**config.mk**
```make
export PLATFORM = sky130hd
export DESIGN_NAME = iommu_wsi_ig_mc_flat
export DESIGN_NICKNAME = d
export VERILOG_FILES = /design/src/rtl/iommu_wsi_ig_mc_if.sv /design/src/rtl/iommu_wsi_ig_mc.sv /design/src/flat_wrapper.sv
export SDC_FILE = /design/constraint.sdc
export NUM_CORES = 1
export LEC_CHECK = 0
export BUFFER_PORTS_ARGS = -buffer_cell sky130_fd_sc_hd__buf_2
export CAP_MARGIN = 25
export CORE_AREA = 2 2 104 126
export DETAILED_ROUTE_END_ITERATION = 7
export DIE_AREA = 0 0 106 128
export GPL_TIMING_DRIVEN = 0
export PLACE_DENSITY_LB_ADDON = 0.12
export SLEW_MARGIN = 20
export SYNTH_ARGS = -nofsm -noshare
export SYNTH_HDL_FRONTEND = slang
export SYNTH_SLANG_ARGS = --single-unit
export TNS_END_PERCENT = 50
```
**constraint.sdc**
```tcl
create_clock -name clk_i -period 1.69 [get_ports clk_i]
set_input_delay 0.338 -clock clk_i [delete_from_list [all_inputs] [get_ports clk_i]]
set_output_delay 0.338 -clock clk_i [all_outputs]
set_load 0.02 [all_outputs]
```
**src/rtl/iommu_wsi_ig_mc_if.sv**
```systemverilog
// Purpose : bundles the WSI generator's control, pending/vector inputs and wire outputs.
// Latency : none (signal bundle only).
// Backpress: none; the generator has no flow control and accepts inputs every cycle.
//
// Ports (signals):
//   wsi_en_i     generation enable (fctl.wsi)
//   edge_mode_i  0 = level, 1 = edge/pulse mode
//   ip_i         N_SRC pending bits from ipsr
//   iv_i         per-source wire vector, source s at [s*VEC_W +: VEC_W]
//   wsi_wires_o  registered interrupt wires
//   wire_busy_o  per-wire pulse FSM not idle (edge mode)
// Modports: slave = generator side, master = register-file / platform side.
interface iommu_wsi_ig_mc_if #(
  parameter int N_SRC   = 3,
  parameter int N_WIRES = 16
);
  localparam int VEC_W = $clog2(N_WIRES);

  logic                     wsi_en_i;
  logic                     edge_mode_i;
  logic [N_SRC-1:0]         ip_i;
  logic [N_SRC*VEC_W-1:0]   iv_i;
  logic [N_WIRES-1:0]       wsi_wires_o;
  logic [N_WIRES-1:0]       wire_busy_o;

  modport slave (
    input  wsi_en_i,
    input  edge_mode_i,
    input  ip_i,
    input  iv_i,
    output wsi_wires_o,
    output wire_busy_o
  );

  modport master (
    output wsi_en_i,
    output edge_mode_i,
    output ip_i,
    output iv_i,
    input  wsi_wires_o,
    input  wire_busy_o
  );
endinterface

```
**src/rtl/iommu_wsi_ig_mc.sv**
```systemverilog
// Purpose : maps N_SRC IOMMU pending bits onto N_WIRES wired-signal interrupt lines (level or pulse).
// Latency : 1 cycle from ip_i/iv_i to wsi_wires_o in both modes.
// Backpress: none; events arriving while a wire is pulsing collapse into one pending re-pulse.
//
// Ports:
//   clk_i   clock (single domain)
//   rst_i   synchronous, active-high reset
//   wsi     iommu_wsi_ig_mc_if.slave: wsi_en_i, edge_mode_i, ip_i, iv_i in;
//           wsi_wires_o, wire_busy_o out (both registered)
// Build option: WSI_IG_HOLDOFF_EN -- when defined the low gap between pulses on one wire is
//   HOLDOFF_CYC cycles, otherwise it is a single cycle.
module iommu_wsi_ig_mc #(
  parameter int N_SRC       = 3,
  parameter int N_WIRES     = 16,
  parameter int PULSE_CYC   = 4,
  parameter int HOLDOFF_CYC = 8
) (
  input  logic               clk_i,
  input  logic               rst_i,
  iommu_wsi_ig_mc_if.slave   wsi
);

  localparam int VEC_W = $clog2(N_WIRES);

`ifdef WSI_IG_HOLDOFF_EN
  localparam int GAP_CYC = HOLDOFF_CYC;
`else
  // HOLDOFF_CYC has no effect in this build; the gap is one cycle.
  localparam int GAP_CYC = 1 + 0 * HOLDOFF_CYC;
`endif

  localparam int MAX_CYC = (PULSE_CYC > GAP_CYC) ? PULSE_CYC : GAP_CYC;
  localparam int CNT_W   = $clog2(MAX_CYC + 1);
  localparam logic [CNT_W-1:0] PULSE_LD = CNT_W'(PULSE_CYC - 1);
  localparam logic [CNT_W-1:0] GAP_LD   = CNT_W'(GAP_CYC - 1);

  typedef enum logic [1:0] {
    ST_IDLE  = 2'd0,
    ST_PULSE = 2'd1,
    ST_GAP   = 2'd2
  } wire_st_e;

  // Per-wire pulse FSM state
  wire_st_e           st_q   [N_WIRES];
  wire_st_e           st_d   [N_WIRES];
  logic [CNT_W-1:0]   cnt_q  [N_WIRES];
  logic [CNT_W-1:0]   cnt_d  [N_WIRES];
  logic [N_WIRES-1:0] pend_q, pend_d;

  logic [N_SRC-1:0]   ip_q, ip_d;
  logic               mode_q;
  logic [N_WIRES-1:0] wire_q, wire_d;
  logic [N_WIRES-1:0] busy_q, busy_d;

  // Source-to-wire mapping
  logic [N_SRC-1:0]   evt;
  logic [N_WIRES-1:0] lvl_hit;
  logic [N_WIRES-1:0] evt_hit;
  logic [VEC_W-1:0]   vec;

  // Out-of-range vectors simply never compare equal to any existing wire index.
  // Events from several sources on one wire OR together into a single event.
  always_comb begin
    evt     = wsi.ip_i & ~ip_q;
    lvl_hit = '0;
    evt_hit = '0;
    vec     = '0;
    for (int s = 0; s < N_SRC; s++) begin
      vec = wsi.iv_i[s*VEC_W +: VEC_W];
      for (int w = 0; w < N_WIRES; w++) begin
        if (vec == VEC_W'(w)) begin
          lvl_hit[w] = lvl_hit[w] | wsi.ip_i[s];
          evt_hit[w] = evt_hit[w] | evt[s];
        end
      end
    end
  end

  logic mode_chg;

  // Next-state / output decode for all wires
  always_comb begin
    mode_chg = wsi.edge_mode_i ^ mode_q;
    // ip_q tracks ip_i only while enabled so that sources already pending at enable
    // rise look like fresh events.
    ip_d     = wsi.wsi_en_i ? wsi.ip_i : '0;
    pend_d   = '0;
    wire_d   = '0;
    busy_d   = '0;
    for (int w = 0; w < N_WIRES; w++) begin
      st_d[w]  = ST_IDLE;
      cnt_d[w] = '0;
    end

    if (wsi.wsi_en_i && !wsi.edge_mode_i) begin
      // Level mode (also the cycle the mode flips to level): FSMs stay idle.
      wire_d = lvl_hit;
    end else if (wsi.wsi_en_i && !mode_chg) begin
      // Edge mode. A flip into edge mode leaves everything idle for that cycle.
      for (int w = 0; w < N_WIRES; w++) begin
        case (st_q[w])
          ST_IDLE: begin
            if (evt_hit[w]) begin
              st_d[w]  = ST_PULSE;
              cnt_d[w] = PULSE_LD;
            end
          end
          ST_PULSE: begin
            pend_d[w] = pend_q[w] | evt_hit[w];
            if (cnt_q[w] == '0) begin
              st_d[w]  = ST_GAP;
              cnt_d[w] = GAP_LD;
            end else begin
              st_d[w]  = ST_PULSE;
              cnt_d[w] = cnt_q[w] - CNT_W'(1);
            end
          end
          ST_GAP: begin
            if (cnt_q[w] == '0) begin
              // An event landing in the last gap cycle launches the next pulse directly.
              if (pend_q[w] || evt_hit[w]) begin
                st_d[w]  = ST_PULSE;
                cnt_d[w] = PULSE_LD;
              end
            end else begin
              st_d[w]   = ST_GAP;
              cnt_d[w]  = cnt_q[w] - CNT_W'(1);
              pend_d[w] = pend_q[w] | evt_hit[w];
            end
          end
          default: begin
            st_d[w] = ST_IDLE;
          end
        endcase
        wire_d[w] = (st_d[w] == ST_PULSE);
        busy_d[w] = (st_d[w] != ST_IDLE);
      end
    end
  end

  always_ff @(posedge clk_i) begin
    // mode_q follows the pin even in reset so leaving reset is never seen as a mode flip.
    mode_q <= wsi.edge_mode_i;
    if (rst_i) begin
      ip_q   <= '0;
      pend_q <= '0;
      wire_q <= '0;
      busy_q <= '0;
      for (int w = 0; w < N_WIRES; w++) begin
        st_q[w]  <= ST_IDLE;
        cnt_q[w] <= '0;
      end
    end else begin
      ip_q   <= ip_d;
      pend_q <= pend_d;
      wire_q <= wire_d;
      busy_q <= busy_d;
      for (int w = 0; w < N_WIRES; w++) begin
        st_q[w]  <= st_d[w];
        cnt_q[w] <= cnt_d[w];
      end
    end
  end

  assign wsi.wsi_wires_o = wire_q;
  assign wsi.wire_busy_o = busy_q;

endmodule
```
**src/flat_wrapper.sv**
```systemverilog
// flat-port wrapper written by rule: the top's interface ports become plain ports
module iommu_wsi_ig_mc_flat 
#(
  parameter int N_SRC       = 3,
  parameter int N_WIRES     = 16,
  parameter int PULSE_CYC   = 4,
  parameter int HOLDOFF_CYC = 8
)
  (clk_i, rst_i, wsi_wsi_en_i, wsi_edge_mode_i, wsi_ip_i, wsi_iv_i, wsi_wsi_wires_o, wsi_wire_busy_o);
  iommu_wsi_ig_mc_if #(.N_SRC(N_SRC), .N_WIRES(N_WIRES)) wsi_i ();
  input  logic clk_i;
  input  logic rst_i;
  input wire logic [$bits(wsi_i.wsi_en_i)-1:0] wsi_wsi_en_i;
  input wire logic [$bits(wsi_i.edge_mode_i)-1:0] wsi_edge_mode_i;
  input wire logic [$bits(wsi_i.ip_i)-1:0] wsi_ip_i;
  input wire logic [$bits(wsi_i.iv_i)-1:0] wsi_iv_i;
  output wire logic [$bits(wsi_i.wsi_wires_o)-1:0] wsi_wsi_wires_o;
  output wire logic [$bits(wsi_i.wire_busy_o)-1:0] wsi_wire_busy_o;
  assign wsi_i.wsi_en_i = wsi_wsi_en_i;
  assign wsi_i.edge_mode_i = wsi_edge_mode_i;
  assign wsi_i.ip_i = wsi_ip_i;
  assign wsi_i.iv_i = wsi_iv_i;
  assign wsi_wsi_wires_o = wsi_i.wsi_wires_o;
  assign wsi_wire_busy_o = wsi_i.wire_busy_o;
  iommu_wsi_ig_mc #(.N_SRC(N_SRC), .N_WIRES(N_WIRES), .PULSE_CYC(PULSE_CYC), .HOLDOFF_CYC(HOLDOFF_CYC)) u_core (.clk_i(clk_i), .rst_i(rst_i), .wsi(wsi_i));
endmodule
```
# Word-level counts from Yosys, hierarchy flattened
# Memory sizes are Yosys's and may differ from the RTL's.
# Cells that the tools add are included.
dict set report totals {
  mem_count 2
  mem_bits_rw 80
  in_bits 19
  register_bits 52
}
dict set report op_classes {
  addsub 16
  n_eq_ne 93
  n_reduce_logical 73
  muxes 361
  bitwise 117
}
# name depth width read_ports rd_ports_with_merged_regs write_ports line_no
set memory_table {}
lappend memory_table {u_core.cnt_q 16 3 16 0 16 iommu_wsi_ig_mc.sv:46} ;# logic [CNT_W-1:0] cnt_q [N_WIRES];
lappend memory_table {u_core.st_q 16 2 16 0 16 iommu_wsi_ig_mc.sv:44} ;# wire_st_e st_q [N_WIRES];
# op count
set op_table {}
lappend op_table {{2-bit 2-to-1 mux} 112}
lappend op_table {{1-bit 2-to-1 mux} 147}
lappend op_table {{3-bit 2-to-1 mux} 48}
lappend op_table {{3-bit case mux with 3 select lines} 16}
lappend op_table {{1-bit bitwise OR} 112}
lappend op_table {{4-bit == test, second input constant} 24}
lappend op_table {{48-bit 2-to-1 mux} 2}
lappend op_table {{2-bit case mux with 3 select lines} 16}
lappend op_table {{2-bit by 1-bit == test with 1-bit output, second input constant} 32}
lappend op_table {{32-bit 2-to-1 mux} 2}
lappend op_table {{4-bit by 3-bit == test with 1-bit output, second input constant} 12}
lappend op_table {{3-bit logical NOT} 16}
lappend op_table {{3-bit by 1-bit subtractor with 3-bit output, second input constant} 16}
lappend op_table {{2-bit == test, second input constant} 16}
lappend op_table {{2-bit logical NOT} 16}
lappend op_table {{16-bit 2-to-1 mux} 2}
lappend op_table {{1-bit case mux with 2 select lines} 16}
lappend op_table {{2-bit nonzero test} 16}
lappend op_table {{4-bit by 2-bit == test with 1-bit output, second input constant} 6}
lappend op_table {{1-bit logical OR} 16}
lappend op_table {{4-bit by 1-bit == test with 1-bit output, second input constant} 3}
lappend op_table {{4-bit logical NOT} 3}
lappend op_table {{3-bit AND} 1}
lappend op_table {{3-bit inverter} 1}
lappend op_table {{other kinds (6)} 9}

# Logic depth before layout (Yosys ltp)
# Gate-level depths: netlist of run 1.
dict set report logic_depth {
  depth_word 16
  ltp_mapped 6
  ltp_nobuf 6
}

# Worst setup path after synthesis of run 1
# No wires, ideal clock.
dict set report synth_timing {
  kind {input port to flip-flop}
  from {in wsi_ip_i[1]}
  to {reg u_core.wire_q[4] (netlist: u_core.wsi.wsi_wires_o[4])}
  slack_ns 0.110
  path_stages 5
  arrival_time_ns 1.493
  setup_time_ns 0.087
  path_cell_list {buf_2 > or4b_1 > nor2_1 > nor4_1 > o31ai_1}
}
dict set report synth_via {
  elab_chain_len 14
  elab_cells_between_ends 19
}
# item line_no
set synth_lines {}
lappend synth_lines {{from (decl)} flat_wrapper.sv:15} ;# input wire logic [$bits(wsi_i.ip_i)-1:0] wsi_ip_i;
lappend synth_lines {{3-bit AND} iommu_wsi_ig_mc.sv:64} ;# evt = wsi.ip_i & ~ip_q;
lappend synth_lines {{1-bit bitwise OR} iommu_wsi_ig_mc.sv:73} ;# evt_hit[w] = evt_hit[w] | evt[s];
lappend synth_lines {{1-bit 2-to-1 mux} iommu_wsi_ig_mc.sv:71} ;# if (vec == VEC_W'(w)) begin
lappend synth_lines {{1-bit bitwise OR} iommu_wsi_ig_mc.sv:73}
lappend synth_lines {{1-bit 2-to-1 mux} iommu_wsi_ig_mc.sv:71}
lappend synth_lines {{1-bit logical OR} iommu_wsi_ig_mc.sv:121} ;# if (pend_q[w] || evt_hit[w]) begin
lappend synth_lines {{1-bit 2-to-1 mux} iommu_wsi_ig_mc.sv:121}
lappend synth_lines {{2-bit 2-to-1 mux} iommu_wsi_ig_mc.sv:119} ;# if (cnt_q[w] == '0) begin
lappend synth_lines {{2-bit case mux with 3 select lines} iommu_wsi_ig_mc.sv:101} ;# case (st_q[w])
lappend synth_lines {{2-bit 2-to-1 mux} iommu_wsi_ig_mc.sv:98} ;# end else if (wsi.wsi_en_i && !mode_chg) begin
lappend synth_lines {{2-bit 2-to-1 mux} iommu_wsi_ig_mc.sv:95} ;# if (wsi.wsi_en_i && !wsi.edge_mode_i) begin
lappend synth_lines {{2-bit by 1-bit == test with 1-bit output} iommu_wsi_ig_mc.sv:135} ;# wire_d[w] = (st_d[w] == ST_PULSE);
lappend synth_lines {{16-bit 2-to-1 mux} iommu_wsi_ig_mc.sv:98}
lappend synth_lines {{16-bit 2-to-1 mux *} iommu_wsi_ig_mc.sv:95}
lappend synth_lines {{to (signal assigned)} iommu_wsi_ig_mc.sv:156} ;# wire_q <= wire_d;
lappend synth_lines {{to (decl)} iommu_wsi_ig_mc.sv:52} ;# logic [N_WIRES-1:0] wire_q, wire_d;
# Mark *: on every way between the ends. The rest lies on a longest branch, timed or not. The select of a mux whose other input is x is not followed.
# A chain may end at the register's enable or synchronous reset.

# Worst setup path in the final report of run 1
dict set report layout_timing {
  from {reg u_core.ip_q[1]}
  to {reg u_core.wire_q[0] (netlist: u_core.wsi.wsi_wires_o[0])}
}
dict set report layout_via {
  elab_chain_len 15
  elab_cells_between_ends 16
}
# item line_no
set layout_lines {}
lappend layout_lines {{from (decl)} iommu_wsi_ig_mc.sv:50} ;# logic [N_SRC-1:0] ip_q, ip_d;
lappend layout_lines {{from (signal assigned)} iommu_wsi_ig_mc.sv:154} ;# ip_q <= ip_d;
lappend layout_lines {{3-bit inverter *} iommu_wsi_ig_mc.sv:64}
lappend layout_lines {{3-bit AND *} iommu_wsi_ig_mc.sv:64}
lappend layout_lines {{1-bit bitwise OR *} iommu_wsi_ig_mc.sv:73}
lappend layout_lines {{1-bit 2-to-1 mux *} iommu_wsi_ig_mc.sv:71}
lappend layout_lines {{1-bit bitwise OR} iommu_wsi_ig_mc.sv:73}
lappend layout_lines {{1-bit 2-to-1 mux *} iommu_wsi_ig_mc.sv:71}
lappend layout_lines {{1-bit logical OR} iommu_wsi_ig_mc.sv:121}
lappend layout_lines {{1-bit 2-to-1 mux} iommu_wsi_ig_mc.sv:121}
lappend layout_lines {{2-bit 2-to-1 mux} iommu_wsi_ig_mc.sv:119}
lappend layout_lines {{2-bit case mux with 3 select lines *} iommu_wsi_ig_mc.sv:101}
lappend layout_lines {{2-bit 2-to-1 mux *} iommu_wsi_ig_mc.sv:98}
lappend layout_lines {{2-bit 2-to-1 mux *} iommu_wsi_ig_mc.sv:95}
lappend layout_lines {{2-bit by 1-bit == test with 1-bit output *} iommu_wsi_ig_mc.sv:135}
lappend layout_lines {{16-bit 2-to-1 mux *} iommu_wsi_ig_mc.sv:98}
lappend layout_lines {{16-bit 2-to-1 mux *} iommu_wsi_ig_mc.sv:95}
# Marked as above.

==> results of run 1 <==
cells by family after synthesis:
kind of cell | Yosys count | synth area share, %
compound gates | 229 | 20.7
buf+inv | 74 | 3.91
simple gates | 315 | 22.8
mux | 1 | 0.137
flops | 132 | 36.0
xor+xnor | 12 | 1.43
fa+ha+maj | 88 | 15.0
sequential cells by signal (all words and copies together) (netlist names):
signal,flops
u_core.pend_q,16
u_core.mode_q,1
u_core.st_q,32
u_core.wsi.wsi_wires_o,16
u_core.cnt_q,48
u_core.ip_q,3
u_core.wsi.wire_busy_o,16
worst max-delay path: cells and delay by family (launching register included):
| kind | cells | cell delay [ps] |
|---|---|---|
| compound gates | 2 | 530 |
| simple gates | 2 | 710 |
| flops | 1 | 350 |
worst min-delay path by stage:
stage	startpoint	slack (ps)	end	depth (start not counted)
2_1_floorplan	wsi_edge_mode_i	370	u_core.mode_q	0
3_3_place_gp	u_core.cnt_q[0][0]	440	u_core.cnt_q[0][0]	1
3_5_place_dp	u_core.cnt_q[6][0]	440	u_core.cnt_q[6][0]	1
4_1_cts	wsi_edge_mode_i	90	u_core.mode_q	1
5_1_grt	wsi_edge_mode_i	110	u_core.mode_q	1
6_report	wsi_edge_mode_i	90	u_core.mode_q	1
power breakdown:
part | leakage [µW] | total [µW] | internal [µW] | switching (µW)
combinational | 0.00209 | 384 | 127 | 258
clock | 0.000277 | 3570 | 2240 | 1330
sequential | 0.00106 | 3140 | 3130 | 9.91
total | 0.00344 | 7090 | 5500 | 1600
stage by stage:
step | utilization [%] | total power, µW | std cells | setup WS (ps)
detailed placement | 62.6 | 3550 | 1064 | -724
global placement | 62.6 | 3540 | 1064 | -701
global route | 69.4 | 7240 | 1094 | -70.9
CTS | 67.5 | 7070 | 1094 | -49.0
finish | 69.4 | 7090 | 1094 | 3.35
floorplan | - | 3420 | 851 | 110
what timing repair did:
action                     4_1_cts  5_1_grt
gates resized for setup         21       46
buffers inserted                 3        0
pin swaps                        1        2
setup endpoints to repair      100       56
routing by layer:
| metal | track usage (%) | wire, µm | up-vias | share of wire, % |
|---|---|---|---|---|
| met3 | 4.98 | 1110 | 39 | 5.9 |
| met4 | 10.6 | 399 | 0 | 2.1 |
| met1 | 31.3 | 7700 | 3164 | 41 |
| li1 | - | - | 3172 | - |
| met5 | 0 | 0 | - | 0 |
| met2 | 49.9 | 9620 | 224 | 51 |
cell type report:
class | count | area share (%)
inverter | 58 | 2.52
multi-input combinational | 645 | 54.1
tap | 164 | 2.38
buffer | 15 | 0.870
timing repair buffer | 52 | 3.10
clock inverter | 6 | 0.928
sequential | 132 | 30.6
clock buffer | 22 | 5.50
layout by cell type (no fill, tap or decap), drive strengths merged, types with 2 or more instances in the layout:
cell and instances:
or3b 3, dfxtp 132, nand4b 4, nor2b 14
or4b 3, nor4 12, nor2 106, o21ai 69
clkbuf 33, ha 88, clkinv 4, or3 8
nand3b 9, or2 6, xnor2 12, o2111ai 4
nor4b 2, bufinv 2, nand3 7, o311ai 12
and2 39, nand4 4, inv 58, a21oi 19
a31oi 4, o31ai 12, o31a 3, nand2b 19
and3 16, nand4bb 7, a21boi 9, a21o 30
buf 56, nand2 31, nor3 25, o211ai 31
o22ai 32, a2bb2o 2
==> flow_summary_export.csv, run 1 <==
group,metric,value,unit
status,status,"finished, final reports clean",
synth,netlist_area,7330,µm²
die,dieHeight,128,µm
drt,viasPerCell,6.03,
synth,postSynth.asyncResetShare,0,%
setup_path,cp-end-kind,"register",
synth,synth_area_per_cell,8.62,µm²
synth,synth.most_common_cell,"dfxtp_1",
sta,hold_viol,0,
clock_tree,cts_max_level,4,
setup_path,crit_fanout,5,
clock_tree,clock_tree.buffer_depth,2,
sta,rsz0062_at_grt,"yes",
synth,yosysSeqAreaShare,36.0,%
die,core,12400,µm²
setup_path,reg2reg_depth,4,
synth,synthCells,851,
placement,gp_congestion,0.906,
die,floorplan.die_area,13600,µm²
clock_tree,clock-sinks,132,
clock_tree,cts_tree,"built",
synth,ys_warn_count,0,
sta,relSlewSlack,56.7,%
sta,fin_crit,1690,ps
setup_path,worstReg2RegStart,"u_core.ip_q[1]",
drt,detail-route-antenna-nets,0,
synth,synth_top_area_cell,"dfxtp_1",
clock_tree,path_clk_slew,60,ps
setup_path,r2r_slack,3,ps
pwr,power_density,822,nW/µm²
finish,fin_nets,1028,
die,ios,51,
die,die_x,106,µm
placement,hpwl,13.2,mm
placement,port_buffers,49,
setup_path,r2r_end,"u_core.wsi.wsi_wires_o[0]",
setup_path,max_stage_delay,610,ps
drt,vias,6599,
finish,area_delta_synth_final,17.7,%
finish,seq_area,2640,µm²
setup_path,required,2020,ps
sta,hold_ws,85.1,ps
sta,setup_tns,0,ps
setup_path,cp-startpoint,"u_core.ip_q[1]",
setup_path,worstPathCellList,"or4b_4 > o22ai_2 > nor4_1 > o31ai_1",
placement,dpl_cell_area,7780,µm²
synth,syn_nets,958,
min_path,hp-class,"primary input to register",
finish,fill_cells,992,
finish,drive_above_1_share,15.4,%
pwr,leakage,0.00344,µW
sta,fmax,0.593,GHz
setup_path,arrival,2010,ps
global_routing,antenna_found_initial,0,
drt,wl_per_cell,17.2,µm
synth,ys_ff_latch,132,
synth,synth.distinct_cells,45,
clock_tree,insertion_delay,430,ps
global_routing,grt_use_total,27.2,%
global_routing,overflow,0,
sta,finalSetupViolations,0,
setup_path,worstSetupPathType,"register to register",
synth,synth_top_area_share,36.0,%
synth,synth_edf_count,0,
sta,fin_crit_sh,99.8,%
synth,yosys-top-cells-count,"132 x dfxtp_1, 106 x nor2_1, 88 x ha_1, 68 x o21ai_0, 58 x inv_1",
sta,tightest_slew,649,ps
clock_tree,numCtsBuffers,17,
finish,design_area,8630,µm²
drt,routed_wirelength,18.8,mm
drt,drc,0,
die,row_count,45,
drt,drt_iter0_markers,503,
die,start_util,58.9,%
finish,multi_input_area,4670,µm²
synth,synth.area.top_cells,"dfxtp_1 36%, ha_1 15%, nor2_1 5.4%, o21ai_0 4.6%, and2_1 3.3%",
clock_tree,hold_buffers,0,
global_routing,grt_pass1_wl,29.6,mm
drt,dr.pass1.iters,6,
sta,fin_skew,10.4,ps
setup_path,slowest_stage,"or4b_4",
global_routing,grt_pass1_vias,6365,
clock_tree,cts_root_buffer,"clkbuf_16",
setup_path,startpoint_type,"register",
global_routing,grt_max_degree,17,
finish,diodes,0,
job,drv_cap,0,
setup_path,cp-endpoint,"u_core.wsi.wsi_wires_o[0]",
synth,synthFlopType,"dfxtp_1",
pwr,vdd_drop_max,619,µV
sta,timing.final.max_slew_violations,0,
No activity file was read; power rests on OpenSTA's default activity.
==> inputs of run 2 (changes only) <==
--- a/config.mk
+++ b/config.mk
@@ -7,9 +7,9 @@
 export LEC_CHECK = 0
 export BUFFER_PORTS_ARGS = -buffer_cell sky130_fd_sc_hd__buf_2
 export CAP_MARGIN = 25
-export CORE_AREA = 2 2 104 126
+export CORE_AREA = 2 2 105 128
 export DETAILED_ROUTE_END_ITERATION = 7
-export DIE_AREA = 0 0 106 128
+export DIE_AREA = 0 0 107 130
 export GPL_TIMING_DRIVEN = 0
 export PLACE_DENSITY_LB_ADDON = 0.12
 export SLEW_MARGIN = 20
==> flow_summary_export.csv, run 2 (same netlist as run 1, synthesis figures left out) <==
group,metric,value,unit
sta,relSlewSlack,54.7,%
setup_path,required,1990,ps
clock_tree,cts_root_buffer,"clkbuf_16",
drt,viasPerCell,6.02,
drt,wl_per_cell,17.0,µm
pwr,power.total,7170,µW
setup_path,r2r_slack,-40,ps
min_path,hp-class,"primary input to register",
pwr,intPower,5570,µW
finish,final_cell_mix,"132 x dfxtp_1, 95 x nor2_1, 88 x ha_1",
die,dieHeight,130,µm
die,start_util,57.1,%
drt,detail-route-antenna-nets,0,
drt,routed_wirelength,18.7,mm
clock_tree,insertion_delay,430,ps
setup_path,cp-endpoint,"u_core.wsi.wsi_wires_o[1]",
sta,hold_ws,71.6,ps
placement,port_buffers,49,
clock_tree,clock_tree.buffer_depth,2,
finish,largest_reg_flops,48,
sta,setup_tns,-36.1,ps
finish,design_area,8650,µm²
clock_tree,clock-sinks,132,
die,core,12800,µm²
clock_tree,path_clk_slew,60,ps
finish,area_delta_synth_final,18.0,%
setup_path,cp-end-kind,"register",
pwr,power_frac_comb,5.3,%
finish,diodes,0,
placement,gp_congestion,0.944,
setup_path,arrival,2030,ps
drt,dr.pass1.iters,6,
global_routing,grt_pass1_wl,29.2,mm
die,die_x,107,µm
drt,vias,6626,
global_routing,grt_pass1_vias,6331,
finish,fill_cells,1033,
finish,reg.largest.list,"u_core.cnt_q x48, u_core.st_q x32",
setup_path,worstSetupPathType,"register to register",
placement,hpwl,13.6,mm
pwr,swShare,22.2,%
global_routing,overflow,0,
clock_tree,cts_max_level,4,
sta,hold_viol,0,
sta,rsz0062_at_grt,"yes",
clock_tree,hold_buffers,0,
die,row_count,46,
setup_path,reg2reg_depth,4,
sta,fin_skew,6.45,ps
global_routing,grt_use_total,26.6,%
die,floorplan.die_area,13900,µm²
setup_path,r2r_end,"u_core.wsi.wsi_wires_o[1]",
global_routing,grt_max_degree,17,
status,violations,"setup timing",
finish,largest-register,"u_core.cnt_q",
pwr,vdd_drop_max,556,µV
sta,fin_crit_sh,102,%
job,drv_cap,0,
finish,drive_above_1_share,15.6,%
global_routing,antenna_found_initial,1,
setup_path,worstReg2RegStart,"u_core.ip_q[0]",
placement,dpl_cell_area,7790,µm²
sta,timing.final.max_slew_violations,0,
finish,layout_commonest_cell,"dfxtp_1",
pwr,leakage,0.00343,µW
sta,finalWorstSetupSlack,-36.1,ps
drt,drc,0,
setup_path,crit_fanout,4,
setup_path,cp-startpoint,"u_core.ip_q[0]",
clock_tree,numCtsBuffers,17,
drt,drt_iter0_markers,447,
clock_tree,cts_tree,"built",
pwr,clkPwrFrac,50.9,%
sta,tightest_slew,679,ps
pwr,p_sw,1590,µW
pwr,power_density,829,nW/µm²
status,status,"complete, but fails checks",
sta,fmax,0.579,GHz
pwr,pwr-share-seq,43.8,%
sta,finalSetupViolations,1,
finish,fin_nets,1026,
setup_path,startpoint_type,"register",
die,ios,51,
sta,fin_crit,1730,ps
==> run 2: changes by cell type in the layout (fill, tap and decap cells not counted), sizes merged <==
cell,delta
clkinvlp,+2
clkbuf,+1
buf,-1
==> run 2: final cells by class <==
type                            count  area, µm²  area share, %
Multi-Input combinational cell    645       4660           53.9
Timing Repair Buffer               51        260           3.01
Tap cell                          168        210           2.43
Buffer                             14       66.3          0.766
Clock buffer                       24        492           5.68
Sequential cell                   132       2640           30.5
Clock inverter                      8       98.8           1.14
Inverter                           58        218           2.52
==> run 2: power by group through the flow <==
stage | Combinational (µW) | Clock [µW] | Sequential, µW
floorplan | 204 | 0 | 3210
global placement | 331 | 0 | 3210
detailed placement | 339 | 0 | 3210
CTS | 355 | 3690 | 3140
global route | 408 | 3810 | 3140
finish | 381 | 3650 | 3140
==> run 2: worst min-delay path by stage <==
| stage | start | cells past startpoint | endpoint | slack (ps) |
|---|---|---|---|---|
| after global placement | u_core.cnt_q[4][0] | 1 | u_core.cnt_q[4][0] | 440 |
| after floorplan | wsi_edge_mode_i | 0 | u_core.mode_q | 370 |
| final | wsi_edge_mode_i | 1 | u_core.mode_q | 70 |
| after global routing | wsi_edge_mode_i | 1 | u_core.mode_q | 90 |
| after CTS | wsi_edge_mode_i | 1 | u_core.mode_q | 70 |
| after detailed placement | u_core.cnt_q[9][0] | 1 | u_core.cnt_q[9][0] | 450 |
==> run 2: critical path, stage by stage, from the launching register on <==
cell     delay (ps)
dfxtp_1         330
or4b_4          590
o22ai_2         210
nor4_1          110
o31ai_1         360
==> run 2: per-stage QoR <==
step                instances  setup WS, ps  utilization [%]
global route             1100         -53.3             67.4
detailed placement       1068          -670             60.7
finish                   1100         -36.1             67.4
CTS                      1101          1.23             66.0
global placement         1068          -640             60.7
floorplan                 851           110                -
==> run 2: per-layer routing <==
layer	global-route usage, %	part of all wire (%)	routed length, µm	vias to the layer above
li1	-	-	-	3178
met1	29.3	40	7400	3147
met2	47.4	51	9500	238
met3	6.59	5.6	1040	61
met4	14.1	3.8	709	2
met5	0	0.059	11	-
==> run 2: repair_timing <==
item | CTS | global route
pin swaps | 5 | 2
setup buffers | 2 | 0
resized for setup | 28 | 39
endpoints found under the setup margin | 102 | 70
==> inputs of run 3 (changes only) <==
--- a/config.mk
+++ b/config.mk
@@ -5,13 +5,16 @@
 export SDC_FILE = /design/constraint.sdc
 export NUM_CORES = 1
 export LEC_CHECK = 0
+export ABC_CLOCK_PERIOD_IN_PS = 1690
 export BUFFER_PORTS_ARGS = -buffer_cell sky130_fd_sc_hd__buf_2
 export CAP_MARGIN = 25
 export CORE_AREA = 2 2 105 128
 export DETAILED_ROUTE_END_ITERATION = 7
 export DIE_AREA = 0 0 107 130
 export GPL_TIMING_DRIVEN = 0
+export MAX_ROUTING_LAYER = met4
 export PLACE_DENSITY_LB_ADDON = 0.12
+export SKIP_CTS_REPAIR_TIMING = 1
 export SLEW_MARGIN = 20
 export SYNTH_ARGS = -nofsm -noshare
 export SYNTH_HDL_FRONTEND = slang
==> flow_summary_export.csv, run 3 (same netlist as run 1, synthesis figures left out) <==
group,metric,value,unit
status,status,"finished, final reports clean",
die,floorplan.die_area,13900,µm²
die,row_count,46,
sta,fmax,0.595,GHz
finish,final_cell_mix,"131 x dfxtp_1, 102 x nor2_1, 88 x ha_1",
setup_path,path_buf_inv,0,
sta,setup_tns,0,ps
sta,hold_viol,0,
finish,reg.largest.list,"u_core.cnt_q x48, u_core.st_q x32",
die,dieHeight,130,µm
global_routing,overflow,0,
finish,largest_reg_flops,48,
finish,drive_above_1_share,15.5,%
drt,drc,0,
drt,drt_iter0_markers,553,
finish,fin_nets,1027,
drt,detail-route-antenna-nets,0,
global_routing,grt_pass1_wl,29.4,mm
setup_path,startpoint_type,"register",
sta,fin_crit,1680,ps
setup_path,worstSetupPathType,"register to register",
drt,met1_length,7.52,mm
setup_path,slowest_stage,"or4b_4",
job,drv_cap,0,
finish,layout_commonest_cell,"dfxtp_1",
clock_tree,path_clk_slew,50,ps
pwr,leakage,0.00351,µW
setup_path,required,2010,ps
clock_tree,insertion_delay,430,ps
drt,top_layer,"met4",
die,start_util,57.1,%
sta,timing.final.max_slew_violations,0,
sta,relSlewSlack,50.9,%
setup_path,max_stage_delay,610,ps
drt,dr_wl_met3,852,µm
clock_tree,clock_tree.buffer_depth,2,
pwr,vdd_drop_max,736,µV
global_routing,grt_pass1_vias,6236,
placement,hpwl,13.1,mm
clock_tree,cts_tree,"built",
finish,finish.utilization,68.6,%
global_routing,grt_use_total,27.6,%
finish,area_delta_synth_final,20.1,%
setup_path,critical_path.top_delay_family,"simple AND/OR/NAND/NOR gates",
sta,finalSetupViolations,0,
drt,met2_wirelength,9.58,mm
placement,port_buffers,49,
finish,diodes,0,
die,core,12800,µm²
drt,routed_wirelength,18.6,mm
drt,wl_per_cell,16.9,µm
clock_tree,cts_root_buffer,"clkbuf_16",
min_path,hp-class,"primary input to register",
setup_path,worstPathCellList,"or4b_4 > o22ai_4 > nor4_2 > o31ai_1",
drt,dr.pass1.iters,5,
drt,viasPerCell,5.92,
clock_tree,numCtsBuffers,17,
setup_path,cp-end-kind,"register",
clock_tree,clock-sinks,132,
sta,fin_skew,5.02,ps
die,die_x,107,µm
setup_path,crit_fanout,4,
sta,fin_crit_sh,99.4,%
pwr,power_density,904,nW/µm²
sta,rsz0062_at_grt,"yes",
clock_tree,cts_max_level,4,
drt,vias,6523,
sta,tightest_slew,736,ps
die,ios,51,
finish,largest-register,"u_core.cnt_q",
placement,gp_congestion,0.956,
global_routing,grt_max_degree,17,
setup_path,arrival,2000,ps
global_routing,antenna_found_initial,0,
## run 3: where the power goes
part	total [µW]	internal (µW)	switching, µW
sequential	3140	3130	9.68
combinational	384	128	256
clock	4440	3060	1380
total	7960	6320	1640
## run 3: final timing paths
kind                      start                   endpoint  slack [ps]  depth (start not counted)
max              u_core.ip_q[0]  u_core.wsi.wsi_wires_o[3]          10                          4
min             wsi_edge_mode_i              u_core.mode_q          80                          1
max reg2reg      u_core.ip_q[0]  u_core.wsi.wsi_wires_o[3]          10                          4
min reg2reg  u_core.cnt_q[4][0]         u_core.cnt_q[4][0]         450                          1
## run 3: metrics by stage
stage	area [µm²]	instances	total power [µW]	worst slack [ps]	hold slack [ps]
final	8800	1101	7960	10.4	75.8
after global routing	8800	1101	8170	-67.3	86.6
after detailed placement	7790	1068	3540	-672	444
after floorplan	7330	851	3420	110	366
after global placement	7790	1068	3540	-625	439
after CTS	8500	1100	7950	-475	64.0
## run 3: metal layers
| metal | up-vias | GRT usage, % |
|---|---|---|
| li1 | 3185 | - |
| met1 | 3085 | 30.6 |
| met2 | 204 | 47.0 |
| met3 | 49 | 5.14 |
| met4 | 0 | 15.0 |
| met5 | - | - |
## run 3: final cells by class
class	instances	area, µm²
Multi-Input combinational cell	645	4690
Fill cell	974	4030
Sequential cell	132	2640
Clock buffer	18	429
Clock inverter	14	282
Timing Repair Buffer	51	260
Inverter	58	218
Tap cell	168	210
Buffer	15	73.8
